--- src/rtl/agc_pkg.sv ---
// agc_pkg: shared widths, state/direction types and helpers for the AGC step controller.
package agc_pkg;
  localparam int ATT_W  = 6;
  localparam int PWR_W  = 32;
  localparam int HYST_W = 4;
  typedef enum logic [1:0] {IDLE = 2'd0, MONITOR = 2'd1, UPDATE = 2'd2, SETTLE = 2'd3} agc_state_e;
  typedef enum logic {INC = 1'b0, DEC = 1'b1} agc_dir_e;
  function automatic logic [HYST_W-1:0] sat_inc(input logic [HYST_W-1:0] c);
    return &c ? c : c + HYST_W'(1);
  endfunction
endpackage

--- src/rtl/agc_settle_timer.sv ---
// agc_settle_timer: loadable down-counter; busy while counting, done on the last busy cycle.
module agc_settle_timer #(
  parameter int CNT = 36864
) (
  input  logic clk,
  input  logic rst_n,
  input  logic start,
  output logic busy,
  output logic done
);
  localparam int W = $clog2(CNT + 1);
  logic [W-1:0] cnt;
  assign busy = cnt != '0;
  assign done = cnt == W'(1);
  always_ff @(posedge clk or negedge rst_n)
    if (!rst_n) cnt <= '0;
    else cnt <= start ? W'(CNT) : busy ? cnt - W'(1) : cnt;
endmodule

--- src/rtl/agc_step_ctrl.sv ---
// agc_step_ctrl: AGC attenuation step controller with hysteresis, ceiling clamp and settle hold.
// Define AGC_FAST_ATTACK_EN for a +2 dB step on peaks above twice the high gate.
module agc_step_ctrl
  import agc_pkg::*;
#(
  parameter int SETTLE_CNT = 36864,
  parameter int ATTACK_N   = 1,
  parameter int RELEASE_N  = 4
) (
  input  logic             i_clk,
  input  logic             i_rst_n,
  input  logic             i_agc_en,
  input  logic             i_meas_vld,
  input  logic [PWR_W-1:0] i_power_peak,
  input  logic [PWR_W-1:0] i_high_gate,
  input  logic [PWR_W-1:0] i_low_gate,
  input  logic [ATT_W-1:0] i_max_att,
  input  logic             i_mcu_clr,
  output logic [ATT_W-1:0] o_agc_value,
  output logic             o_att_inc,
  output logic             o_att_dec,
  output logic             o_hold,
  output logic [1:0]       o_state
);
  agc_state_e state, next_state;
  agc_dir_e dir, next_dir;
  logic [HYST_W-1:0] hi_cnt, lo_cnt, next_hi, next_lo;
  logic [ATT_W-1:0] next_value;
  logic step, over, under, settle_start, settle_busy, settle_done;
`ifdef AGC_FAST_ATTACK_EN
  logic fast, next_fast, fast_hit;
  assign fast_hit = {1'b0, i_power_peak} > {i_high_gate, 1'b0};
  always_ff @(posedge i_clk or negedge i_rst_n)
    if (!i_rst_n) fast <= 1'b0;
    else fast <= next_fast;
`endif
  assign over = i_power_peak > i_high_gate;
  assign under = i_power_peak < i_low_gate;
  // a clear while already settling restarts the hold period
  assign settle_start = next_state == SETTLE && (state != SETTLE || i_mcu_clr);
  assign o_state = state;
  agc_settle_timer #(.CNT(SETTLE_CNT)) u_timer (
    .clk(i_clk), .rst_n(i_rst_n), .start(settle_start), .busy(settle_busy), .done(settle_done)
  );
  always_comb begin
    next_state = state;
    next_dir = dir;
    next_hi = '0;
    next_lo = '0;
    next_value = o_agc_value;
    step = 1'b0;
`ifdef AGC_FAST_ATTACK_EN
    next_fast = 1'b0;
`endif
    if (i_mcu_clr) begin
      next_state = i_agc_en ? SETTLE : IDLE;
      next_value = '0;
    end else if (!i_agc_en) next_state = IDLE;
    else case (state)
      IDLE: next_state = MONITOR;
      MONITOR: begin
        next_hi = hi_cnt;
        next_lo = lo_cnt;
        if (i_max_att < o_agc_value) begin
          next_state = UPDATE;
          next_dir = DEC;
        end else if (hi_cnt == HYST_W'(ATTACK_N) && o_agc_value < i_max_att) begin
          next_state = UPDATE;
          next_dir = INC;
        end else if (lo_cnt == HYST_W'(RELEASE_N) && o_agc_value != '0) begin
          next_state = UPDATE;
          next_dir = DEC;
        end
`ifdef AGC_FAST_ATTACK_EN
        else if (i_meas_vld && fast_hit && o_agc_value < i_max_att) begin
          next_state = UPDATE;
          next_dir = INC;
          next_fast = 1'b1;
        end
`endif
        else if (i_meas_vld) begin
          next_hi = over ? sat_inc(hi_cnt) : '0;
          next_lo = !over && under ? sat_inc(lo_cnt) : '0;
        end
      end
      UPDATE: begin
        step = 1'b1;
        next_value = dir == INC ? o_agc_value + ATT_W'(1) : o_agc_value - ATT_W'(1);
`ifdef AGC_FAST_ATTACK_EN
        next_state = fast && next_value < i_max_att ? UPDATE : SETTLE;
`else
        next_state = SETTLE;
`endif
      end
      SETTLE: if (settle_done) begin
        // a ceiling still below the value chains straight into the next forced decrement
        next_state = i_max_att < o_agc_value ? UPDATE : MONITOR;
        next_dir = DEC;
      end
    endcase
  end
  always_ff @(posedge i_clk or negedge i_rst_n)
    if (!i_rst_n) begin
      state <= IDLE;
      dir <= INC;
      hi_cnt <= '0;
      lo_cnt <= '0;
      o_agc_value <= '0;
      o_att_inc <= 1'b0;
      o_att_dec <= 1'b0;
      o_hold <= 1'b0;
    end else begin
      state <= next_state;
      dir <= next_dir;
      hi_cnt <= next_hi;
      lo_cnt <= next_lo;
      o_agc_value <= next_value;
      o_att_inc <= step && dir == INC;
      o_att_dec <= step && dir == DEC;
      o_hold <= next_state == SETTLE;
    end
  a_settle_busy: assert property (@(posedge i_clk) disable iff (!i_rst_n) state == SETTLE |-> settle_busy);
endmodule

--- config.mk ---
export PLATFORM = sky130hd
export DESIGN_NAME = agc_step_ctrl
export DESIGN_NICKNAME = d
export VERILOG_FILES = /design/src/rtl/agc_pkg.sv /design/src/rtl/agc_settle_timer.sv /design/src/rtl/agc_step_ctrl.sv
export SDC_FILE = /design/constraint.sdc
export NUM_CORES = 1
export LEC_CHECK = 0
export CAP_MARGIN = 25
export CORE_MARGIN = 2
export CORE_UTILIZATION = 45
export CTS_CLUSTER_DIAMETER = 150
export CTS_CLUSTER_SIZE = 14
export DETAILED_ROUTE_END_ITERATION = 10
export GPL_TIMING_DRIVEN = 0
export PLACE_DENSITY = 0.74
export SYNTH_ARGS = -nofsm -noshare
export SYNTH_HDL_FRONTEND = slang
export SYNTH_HIERARCHICAL = 1
export SYNTH_SLANG_ARGS = --single-unit
--- constraint.sdc ---
create_clock -name i_clk -period 2.4 [get_ports i_clk]
set_input_delay 0.36 -clock i_clk [delete_from_list [all_inputs] [get_ports i_clk]]
set_output_delay 0.36 -clock i_clk [all_outputs]
set_load 0.005 [all_outputs]
==> impl_results.rst <==
.. list-table::
   :header-rows: 1

   * - Metric
     - Value
   * - Data arrival at the endpoint of the critical path
     - 2.54 ns
   * - Largest net degree at the start of global routing
     - 37
   * - Top cells by area in the synthesized netlist
     - sky130_fd_sc_hd__ha_1, sky130_fd_sc_hd__dfrtp_1, sky130_fd_sc_hd__inv_1
   * - Met3 wirelength from detailed routing
     - 507 um
   * - Number of nets in the final layout
     - 793
   * - Finish-stage setup viols
     - 0
   * - Antenna fix cells
     - 0
   * - Flops & latches, synth
     - 36
   * - Number of clock buffers inserted by TritonCTS
     - 5
   * - Mean instance size in the synthesized netlist
     - 8.28 um2
   * - Drt via density
     - 5.53
   * - Post-synthesis net count
     - 661
   * - Clock transition at the registers of the reported paths
     - 0.08 ns
   * - Post-place setup slack
     - -0.604 ns
   * - Die Y-Extent
     - 97.4 um
   * - Weighted congestion at the end of routability-driven global placement
     - 0.910
   * - Cell taking the most area after synthesis
     - sky130_fd_sc_hd__ha_1
   * - Die footprint
     - 0.00949 mm2
   * - Total standard cell area after synthesis
     - 0.00393 mm2
   * - Run status
     - finished, final reports clean
   * - Commonest register cell after synthesis
     - sky130_fd_sc_hd__dfrtp_1
   * - IR drop worst, VDD
     - 0.000320 V
   * - Number of distinct library cells after synthesis
     - 65
   * - Met2 routed WL
     - 5450 um
   * - CTS H-Tree Depth
     - 2
   * - Number of pins with negative max-slew slack in the final report
     - 0
   * - Finished layout cell area
     - 0.00577 mm2
   * - Wire length of the first global-routing pass
     - 17600 um
   * - DRC violation count after routing
     - 0
   * - Number of cells produced by synthesis
     - 474
   * - Max Root-Sink Buffers
     - 2
   * - Startpoint type of the worst setup path
     - primary input
   * - Type of the worst setup path
     - primary input to register
   * - Layout Area Growth over Synthesis
     - 47.0%
   * - Count of flip-flops with a built-in enable after synthesis
     - 0
   * - Initial antenna violation count
     - 0
   * - Share of layout cells above drive strength 1
     - 0.186
   * - Starting utilization of the core area
     - 0.457
   * - Core area
     - 0.00859 mm2
   * - Cell area reported after detailed placement
     - 0.00523 mm2
   * - Number of warnings reported in the yosys synthesis log
     - 6
   * - HPWL after DPL
     - 8310 um
   * - Tightest Pin Transition
     - 0.828 ns
   * - Element type at the critical path end
     - register
   * - Row cnt
     - 34
   * - Max-slew headroom at the worst pin
     - 0.448
   * - Fraction of the cycle the final worst path needs
     - 0.981
   * - Gr usage total
     - 0.220
   * - Total power density per cell area
     - 435 mW/mm2
   * - FMAX
     - 0.425 GHz
   * - Top fanout value on the critical path
     - 4
   * - Clock tree sinks
     - 36
   * - Per-cell routed wire length
     - 15.0 um
   * - Clock tree from TritonCTS
     - done
   * - Number of max-capacitance violations reported
     - 0
   * - Asr flop ratio synth
     - 1.00
   * - Sequential share of the synthesized area
     - 0.229
   * - Violation count after the first detailed-route iteration
     - 88
   * - Register-to-Register Path Depth
     - 8
   * - DR top layer
     - met4
   * - Wl on met1
     - 4530 um
   * - Worst Clk Skew
     - 0.0111 ns
   * - Aggregate negative setup slack
     - 0 ns
   * - Startpoint of the worst setup timing path
     - i_power_peak[14]
   * - Residual overflow from global routing
     - 0
   * - Number of global-route vias before repair
     - 3942
   * - I/O pin count
     - 118
   * - Die W
     - 97.4 um
   * - Hold Path Class
     - primary input to async pin
   * - Remaining antenna violation count
     - 0
   * - Worst reg2reg startpoint
     - o_agc_value[5]$_DFFE_PN0P_
   * - Final WS setup
     - 0.0465 ns
   * - Drt first pass iters
     - 5
   * - Total count of hold-check failures in the final report
     - 0
   * - Minimum hold slack
     - 0.166 ns
   * - Fraction of synthesized cell area taken by the top area cell type
     - 0.252
   * - Shortest period the worst path allows
     - 2.35 ns
   * - Via count
     - 3955
   * - Total of buffers placed on input and output ports
     - 117
   * - Crit path required time
     - 2.59 ns
   * - Total detailed-routing wirelength
     - 10700 um
   * - Leakage power of the design
     - 2.67 nW
   * - Clock latency of the later-clocked register in the worst-skew pair
     - 0.29 ns
   * - Clock root cell
     - sky130_fd_sc_hd__clkbuf_8
[cells by family after synthesis]
group                    count (synthesis)  share of synthesized area
AO/OA/AOI/OAI                          107                      0.185
XOR/XNOR                                 5                     0.0112
AND/OR/NAND/NOR                        147                      0.210
flip-flops                              36                      0.229
adder cells (fa/ha/maj)                 80                      0.257
buffers and inverters                   93                     0.0899
multiplexers                             6                     0.0172
[sequential cells by signal, summed over array words and instances (netlist names)]
register,count
lo_cnt,4
u_timer/cnt,16
o_att_inc,1
hi_cnt,4
o_agc_value,6
o_att_dec,1
o_hold,1
o_state,2
dir,1
[synth_stat cells (all sizes together) (2+ instances only)]
library cell	instances
clkbuf	4
nand3	14
nor4	8
or4	6
and3	3
nor2b	9
buf	3
o31a	2
xor2	4
a211oi	4
or3	7
nand3b	2
nor2	28
o21bai	4
ha	79
o311ai	2
nand2	30
dfrtp	36
a41oi	2
mux2	6
a31oi	2
nand2b	2
o211ai	4
o41ai	2
nand4	13
nor3	13
o21ai	14
and4	4
o2111ai	2
inv	85
a221oi	5
a21oi	44
and2	2
a31o	2
o31ai	2
a21o	7
or2	2
[final cells by class]
class / instances / area (um2)
clock inverters: 2 / 15.0
flip-flops and latches: 36 / 903
fillers: 721 / 2820
plain buffers: 7 / 32.5
inverters: 86 / 323
multi-input cells: 345 / 3130
repair buffers: 125 / 1150
clock buffers: 6 / 82.6
well taps: 108 / 135
[worst paths after layout]
path                            slack [ns]                          to
min in group i_clk                    0.57  u_timer/cnt[7]$_DFFE_PN0P_
worst max-delay path                  0.05       hi_cnt[0]$_DFFE_PN0P_
worst min-delay path                  0.17       hi_cnt[0]$_DFFE_PN0P_
max in group asynchronous             1.67  o_agc_value[3]$_DFFE_PN0P_
worst max register to register        0.15       lo_cnt[1]$_DFFE_PN0P_
worst min register to register        0.57  u_timer/cnt[7]$_DFFE_PN0P_
[layer usage]
metal | track usage | up-vias
met5 | 0 | -
met1 | 0.268 | 1841
met2 | 0.405 | 135
met4 | 0.0620 | 0
met3 | 0.0281 | 20
li1 | - | 1959
[placed cells by master, fill, tap and decap left out, types with 3 or more instances in the layout]
cell | netlist | layout
sky130_fd_sc_hd__or4_4 | 3 | 4
sky130_fd_sc_hd__a21o_1 | 7 | 7
sky130_fd_sc_hd__ha_4 | 0 | 25
sky130_fd_sc_hd__a21oi_1 | 43 | 42
sky130_fd_sc_hd__inv_2 | 0 | 24
sky130_fd_sc_hd__nand3_1 | 14 | 14
sky130_fd_sc_hd__and4_1 | 4 | 4
sky130_fd_sc_hd__mux2_2 | 6 | 6
sky130_fd_sc_hd__or3_1 | 6 | 6
sky130_fd_sc_hd__ha_1 | 79 | 54
sky130_fd_sc_hd__nand4_1 | 11 | 11
sky130_fd_sc_hd__dlygate4sd2_1 | 0 | 60
sky130_fd_sc_hd__xor2_1 | 4 | 4
sky130_fd_sc_hd__buf_4 | 0 | 9
sky130_fd_sc_hd__clkdlybuf4s50_1 | 0 | 52
sky130_fd_sc_hd__clkbuf_8 | 0 | 6
sky130_fd_sc_hd__and3_1 | 3 | 3
sky130_fd_sc_hd__nand2_1 | 30 | 30
sky130_fd_sc_hd__nor4_1 | 8 | 8
sky130_fd_sc_hd__nor2_1 | 26 | 26
sky130_fd_sc_hd__nor2b_1 | 9 | 9
sky130_fd_sc_hd__inv_1 | 85 | 61
sky130_fd_sc_hd__dfrtp_1 | 36 | 34
sky130_fd_sc_hd__o211ai_1 | 3 | 3
sky130_fd_sc_hd__clkbuf_1 | 4 | 4
sky130_fd_sc_hd__o21bai_1 | 4 | 3
sky130_fd_sc_hd__o21ai_0 | 12 | 12
sky130_fd_sc_hd__nor3_1 | 10 | 9
sky130_fd_sc_hd__buf_2 | 3 | 3
[where the power goes]
part           switching (mW)  internal, mW  total (mW)  leakage [nW]
Sequential              0.135         0.706       0.841         0.468
Combinational           0.597         0.601        1.20          2.15
Clock                   0.239         0.233       0.472        0.0434
[worst max-delay path, stage by stage]
cell	delay, ns
sky130_fd_sc_hd__dlygate4sd2_1	0.27
sky130_fd_sc_hd__ha_4	0.29
sky130_fd_sc_hd__nand4_1	0.13
sky130_fd_sc_hd__or4_4	0.60
sky130_fd_sc_hd__nor2_4	0.21
sky130_fd_sc_hd__a311oi_4	0.08
sky130_fd_sc_hd__o21ai_2	0.24
sky130_fd_sc_hd__buf_4	0.15
sky130_fd_sc_hd__nor3_1	0.04
sky130_fd_sc_hd__a21o_1	0.16
[metrics by stage]
| step | utilization | power [mW] | instances |
|---|---|---|---|
| floorplan | - | 1.55 | 474 |
| global placement | 0.609 | 1.92 | 699 |
| detailed placement | 0.608 | 1.96 | 699 |
| CTS | 0.658 | 2.48 | 713 |
| global route | 0.672 | 2.71 | 715 |
| finish | 0.672 | 2.51 | 715 |
[what timing repair did]
action,CTS,global route
endpoints found under the hold margin,0,0
gates cloned,0,0
setup endpoints to repair,8,10
buffers inserted,6,2
gates resized for setup,120,23
hold buffers,0,0
pin swaps,29,15
No activity file was read; power rests on OpenSTA's default activity.
